<file path="config.mk">
export PLATFORM = sky130hd
export DESIGN_NAME = ifconv_sched
export DESIGN_NICKNAME = d
export VERILOG_FILES = /design/src/rtl/ifconv_sched_pkg.sv /design/src/rtl/ifconv_sched_fifo.sv /design/src/rtl/ifconv_sched.sv
export SDC_FILE = /design/constraint.sdc
export NUM_CORES = 1
export LEC_CHECK = 0
export ABC_AREA = 1
export CAP_MARGIN = 20
export CORE_MARGIN = 2
export CORE_UTILIZATION = 57
export DETAILED_ROUTE_END_ITERATION = 10
export DONT_BUFFER_PORTS = 1
export PLACE_DENSITY = 0.83
export SYNTH_ARGS = -nofsm -noshare
export SYNTH_HDL_FRONTEND = slang
export SYNTH_SLANG_ARGS = --single-unit
</file>
<file path="constraint.sdc">
create_clock -name clk -period 5.5 [get_ports clk]
set_clock_uncertainty 0.2 [all_clocks]
set_input_delay 1.1 -clock clk [delete_from_list [all_inputs] [get_ports clk]]
set_output_delay 1.1 -clock clk [all_outputs]
set_load 0.05 [all_outputs]
</file>
<file path="src/rtl/ifconv_sched_pkg.sv">
// rtl/ifconv_sched_pkg.sv - shared encodings and tracking entry for the conversion scheduler
package ifconv_sched_pkg;

  localparam logic [1:0] MODE_SNG = 2'd0;
  localparam logic [1:0] MODE_DBL = 2'd1;
  localparam logic [1:0] MODE_EXT = 2'd2;
  localparam logic [1:0] MODE_ILL = 2'd3;

  localparam logic [1:0] ptype_sng = 2'd0;
  localparam logic [1:0] ptype_dbl = 2'd1;
  localparam logic [1:0] ptype_ext = 2'd2;

  localparam int TRK_TAG_W = 9;

  typedef struct packed {
    logic                 vld;
    logic [TRK_TAG_W-1:0] tag;
    logic                 src;
    logic                 err;
  } trk_t;

  // Returns {toEXT, toDBL, toSNG}; the illegal mode raises no strobe.
  function automatic logic [2:0] mode_strobes(input logic [1:0] mode);
    case (mode)
      MODE_SNG: mode_strobes = 3'b001;
      MODE_DBL: mode_strobes = 3'b010;
      MODE_EXT: mode_strobes = 3'b100;
      default:  mode_strobes = 3'b000;
    endcase
  endfunction

endpackage

</file>
<file path="src/rtl/ifconv_sched_fifo.sv">
// rtl/ifconv_sched_fifo.sv - DEPTH x W synchronous FIFO with count output and clock-enable gating
module ifconv_sched_fifo #(
  parameter int DEPTH = 4,
  parameter int W     = 8,
  localparam int AW   = $clog2(DEPTH),
  localparam int CW   = $clog2(DEPTH) + 1
) (
  input  logic          clk,
  input  logic          rst,
  input  logic          clk_en,
  input  logic          push,
  input  logic [W-1:0]  wdata,
  input  logic          pop,
  output logic [W-1:0]  rdata,
  output logic          not_empty,
  output logic [CW-1:0] cnt
);

  logic [W-1:0]  mem [DEPTH];
  logic [AW-1:0] wr_ptr;
  logic [AW-1:0] rd_ptr;

  // Pointers wrap naturally because DEPTH is a power of two.
  always_ff @(posedge clk) begin
    if (rst) begin
      wr_ptr <= '0;
      rd_ptr <= '0;
      cnt    <= '0;
    end else if (clk_en) begin
      if (push) wr_ptr <= wr_ptr + 1'b1;
      if (pop)  rd_ptr <= rd_ptr + 1'b1;
      cnt <= cnt + CW'(push) - CW'(pop);
    end
  end

  always_ff @(posedge clk) begin
    if (clk_en && push) mem[wr_ptr] <= wdata;
  end

  assign not_empty = (cnt != '0);
  assign rdata     = not_empty ? mem[rd_ptr] : '0;

endmodule

</file>
<file path="src/rtl/ifconv_sched.sv">
// rtl/ifconv_sched.sv - round-robin scheduler sharing one int-to-float pipe between two requesters
module ifconv_sched
  import ifconv_sched_pkg::*;
#(
  parameter int TAG_W = TRK_TAG_W,
  parameter int LAT   = 2,
  parameter int DEPTH = 4
) (
  input  logic             clk,
  input  logic             rst,
  input  logic             clkEn,
  input  logic             req0_vld,
  input  logic [64:0]      req0_A,
  input  logic             req0_isS,
  input  logic [1:0]       req0_mode,
  input  logic [TAG_W-1:0] req0_tag,
  output logic             req0_gnt,
  input  logic             req1_vld,
  input  logic [64:0]      req1_A,
  input  logic             req1_isS,
  input  logic [1:0]       req1_mode,
  input  logic [TAG_W-1:0] req1_tag,
  output logic             req1_gnt,
  output logic             cnv_en,
  output logic [64:0]      cnv_A,
  output logic             cnv_isS,
  output logic             cnv_toSNG,
  output logic             cnv_toDBL,
  output logic             cnv_toEXT,
  input  logic [81:0]      cnv_res,
  input  logic [1:0]       cnv_rtyp,
  output logic             out_vld,
  output logic [81:0]      out_res,
  output logic [1:0]       out_rtyp,
  output logic [TAG_W-1:0] out_tag,
  output logic             out_src,
  output logic             out_err,
  input  logic             out_rdy,
  output logic             busy
);

  localparam int CW = $clog2(DEPTH) + 1;
  localparam int FW = 82 + 2 + TAG_W + 2;

  trk_t          stage [LAT];
  trk_t          new_entry;
  logic          rr;
  logic          credit_ok;
  logic          issue_ok;
  logic          win;
  logic [1:0]    sel_mode;
  logic [2:0]    strobes;
  logic [CW-1:0] inflight_cnt;
  logic [CW-1:0] fifo_cnt;
  logic          push;
  logic          pop;
  logic [FW-1:0] wdata;
  logic [FW-1:0] rdata;

  always_comb begin
    inflight_cnt = '0;
    for (int i = 0; i < LAT; i++) inflight_cnt = inflight_cnt + CW'(stage[i].vld);
  end

  // A pop in the same cycle is deliberately not credited back.
  assign credit_ok = (int'(fifo_cnt) + int'(inflight_cnt) + 1) <= DEPTH;
  assign issue_ok  = clkEn & ~rst & credit_ok;

  always_comb begin
    req0_gnt  = issue_ok & req0_vld & (~req1_vld | ~rr);
    req1_gnt  = issue_ok & req1_vld & (~req0_vld | rr);
    cnv_en    = req0_gnt | req1_gnt;
    win       = req1_gnt;
    sel_mode  = win ? req1_mode : req0_mode;
    cnv_A     = win ? req1_A : req0_A;
    cnv_isS   = win ? req1_isS : req0_isS;
    strobes   = cnv_en ? mode_strobes(sel_mode) : 3'b000;
    cnv_toSNG = strobes[0];
    cnv_toDBL = strobes[1];
    cnv_toEXT = strobes[2];
    new_entry.vld = cnv_en;
    new_entry.tag = win ? req1_tag : req0_tag;
    new_entry.src = win;
    new_entry.err = (sel_mode == MODE_ILL);
  end

  always_ff @(posedge clk) begin
    if (rst) begin
      rr <= 1'b0;
      for (int i = 0; i < LAT; i++) stage[i] <= '0;
    end else if (clkEn) begin
      stage[0] <= new_entry;
      for (int i = 1; i < LAT; i++) stage[i] <= stage[i-1];
      if (cnv_en) rr <= ~win;
    end
  end

  // Illegal-mode slots still flow through so result order matches grant order.
  assign push  = clkEn & stage[LAT-1].vld;
  assign wdata = stage[LAT-1].err
               ? {82'd0, ptype_sng, stage[LAT-1].tag, stage[LAT-1].src, 1'b1}
               : {cnv_res, cnv_rtyp, stage[LAT-1].tag, stage[LAT-1].src, 1'b0};
  assign pop   = out_vld & out_rdy;

  ifconv_sched_fifo #(.DEPTH(DEPTH), .W(FW)) u_fifo (
    .clk       (clk),
    .rst       (rst),
    .clk_en    (clkEn),
    .push      (push),
    .wdata     (wdata),
    .pop       (pop),
    .rdata     (rdata),
    .not_empty (out_vld),
    .cnt       (fifo_cnt)
  );

  assign {out_res, out_rtyp, out_tag, out_src, out_err} = rdata;
  assign busy = (inflight_cnt != '0) | out_vld;

endmodule
</file>
==> qor.yml <==
outcome:
  run_status: "finished clean"
sta:
  min_period_ns: 4.76
  grt_setup_unrepaired: "false"
  hold_slack_ns: 0.298
  setup_violations: 0
  hold_violations: 0
  finalMaxSlewViolations: 0
  fmax_ghz: 0.210
  max_slew_margin: 0.199
  fin_crit_sh: 0.865
  worstMarginPinSlew_ns: 1.21
yosys:
  synthMuxAreaShare: 0
  synth-xor-area-share: 0.000493
  synth_area_leaders: "edfxtp_1 (68%), nor2_1 (10%), o21ai_0 (5.5%)"
  synth_top_cell_by_area: "edfxtp_1"
  synth-simple-area-share: 0.157
  synth_area_um2: 17800
  synth_top_family_by_area: "simple AND/OR/NAND/NOR gates"
  yosysSeqAreaShare: 0.694
  syn-num-nets: 1954
  synth_warnings: 0
  ys_ff_latch: 414
  syn_inst: 1699
  avgSynthCellArea_um2: 10.5
  synth_compound_area_frac: 0.0887
  synth-adder-area-share: 0.00816
  synth_top_area_share: 0.682
  synth.distinct_cells: 25
floorplanning:
  dieArea_um2: 32600
  core_um2: 30700
  fp-row-count: 64
  die_w_um: 181
  start_util: 0.580
  die_y_um: 181
  io_pins: 413
clocking:
  ctsResizeCount: 0
  hold_buffers: 0
  cts_made_buffers: 41
  cts_tree: "yes"
  clk_pin_slew_worst_paths_ns: 0.06
  root_buffer: "clkbuf_16"
  clk_latency_ns: 0.53
  post_cts_buffers: 0
  clock-sinks: 414
  htree_levels: 2
  clock_path_buffers: 3
global_route:
  grt_max_degree: 191
  first_global_vias: 12200
  globalRouteOverflowTotal: 0
  antenna_found_initial: 7
  grt_usage: 0.284
  grt_pass1_wl_um: 70900
detailed_routing:
  wirelength_met1_um: 17900
  routed-via-count: 12600
  routed_wirelength_um: 47100
  routedWlPerCell_um: 21.5
  routed.top_layer: "met4"
  viasPerCell: 5.75
  wl_met3_um: 3780
  met2_wirelength_um: 24000
  first_pass_iters: 5
  drtIter0Drc: 1403
  drc_errors: 0
  detail-route-antenna-nets: 0
pwr:
  power.switching_mw: 2.72
  peakVddDrop_uv: 305
  sw_frac_of_total: 0.332
  pwr-share-seq: 0.436
  p_comb_frac: 0.237
  clock_power_share: 0.327
  power_mw: 8.20
  cellLeakagePower_nw: 8.04
  power.density_nw_per_um2: 393
  p_int_mw: 5.48
worst_setup_path:
  r2r-start: "stage[0][23]"
  ff2ff_path_depth: 11
  worstSetupStartpointType: "flip-flop"
  crit_required_ns: 4.20
  reg2reg_to: "stage[0][4]"
  crit_arrival_ns: 3.46
  cp-end-kind: "primary output"
  r2r_slack_ns: 2.33
  cp_max_fo: 38
  path_class: "flip-flop to primary output"
placed_design:
  dp_hpwl_um: 30300
  io_buffers: 0
  gp_congestion: 0.974
finish:
  fin_nets: 2002
  final_layout_size_suffix_gt1_frac: 0.0978
  areaGrowthSynthToFinish_pct: 17.4
worst_hold_path:
  hold_path_depth: 0
  whs_endpoint: "u_fifo.mem[3][1]"
  holdCritStartpoint: "stage[0][13]"
  hold_path_class: "flip-flop to flip-flop"
run:
  drv_cap: 0
-- synth_stat cells --
cell and count:
xor2_1 1, nor3_2 1, nand2_2 1, buf_6 1, a21boi_1 1, buf_4 5
clkbuf_1 47, nand3_1 6, nand2_1 237, buf_2 43, inv_2 4, a21oi_1 112
nand4_1 2, inv_1 123, fa_1 1, o21ai_0 196, buf_1 4, nor2_1 486
a21oi_4 1, dfxtp_1 10, ha_1 10, a21boi_0 1, o21ai_1 1, nand3_2 1
edfxtp_1 404
-- metrics by stage --
step	setup WS, ns	setup TNS (ns)	utilization	std cells	area [um^2]
after global placement	0.981	0	0.637	2100	19500
after CTS	0.756	0	0.680	2176	20800
after detailed placement	0.855	0	0.637	2100	19500
after floorplan	-0.469	-178.39	-	1699	17800
final	0.745	0	0.680	2185	20900
after global routing	0.492	0	0.680	2182	20900
-- worst max-delay path, stage by stage, from the launching register on --
cell,delay [ns]
edfxtp_1,0.39
inv_1,0.06
ha_1,0.28
inv_1,0.04
ha_1,0.28
nand2_1,0.08
a21oi_4,0.19
nand3_4,0.34
inv_2,0.51
buf_4,0.35
nand2_1,0.10
nand2_1,0.13
buf_12,0.15
-- cells by family after synthesis --
group / after synthesis
AO/OA/AOI/OAI: 312
XOR/XNOR: 1
adder cells (fa/ha/maj): 11
buffers and inverters: 227
flip-flops: 414
AND/OR/NAND/NOR: 734
-- state kept, by name, indices dropped and copies added, names as in the netlist, named ones only --
register / cells
u_fifo.mem: 380
rr: 1
u_fifo.rd_ptr: 2
u_fifo.cnt: 3
u_fifo.wr_ptr: 2
stage: 24
-- layout by cell type, fill, tap and decap left out, types with 2 or more instances in the layout --
master / count
a21oi_1: 112
buf_12: 70
buf_4: 35
bufinv_16: 3
clkbuf_1: 11
clkbuf_16: 42
clkinv_1: 10
clkinv_2: 6
dfxtp_1: 8
dfxtp_4: 2
diode_2: 9
edfxtp_1: 404
ha_1: 10
inv_1: 123
inv_2: 2
inv_4: 2
nand2_1: 237
nand3_1: 6
nand4_1: 2
nor2_1: 482
nor2_4: 4
o21ai_0: 196
-- metal layers --
metal,vias to the layer above,global-route usage
li1,5777,-
met1,6031,0.363
met2,675,0.491
met3,82,0.0556
met4,0,0.0935
met5,-,0
-- worst max-delay path by stage --
stage	startpoint	end	slack, ns	depth (start not counted)
final	stage[0][23]	cnv_A[38]	0.74	12
after detailed placement	rst	cnv_A[38]	0.86	9
after global placement	rst	cnv_A[43]	0.98	9
after global routing	stage[0][23]	cnv_A[38]	0.49	12
after CTS	stage[0][23]	cnv_A[38]	0.76	12
after floorplan	clkEn	u_fifo.mem[0][0]	-0.47	2
-- power groups by stage --
stage	Sequential (mW)	Clock, mW	Combinational [mW]
3_3_place_gp	3.63	0	1.91
5_1_grt	3.58	2.85	2.05
4_1_cts	3.57	2.70	1.94
3_5_place_dp	3.64	0	1.94
2_1_floorplan	3.63	0	1.45
6_report	3.57	2.68	1.94
-- area by class of cell --
| cell class | count | area (um^2) |
|---|---|---|
| well taps | 396 | 495 |
| fillers | 2088 | 9810 |
| inverters | 127 | 482 |
| clock buffers | 53 | 1090 |
| clock inverters | 23 | 210 |
| multi-input cells | 1058 | 4560 |
| diodes | 9 | 22.5 |
| repair buffers | 105 | 1660 |
| flip-flops and latches | 414 | 12300 |
(Power assumes the default switching activity.)
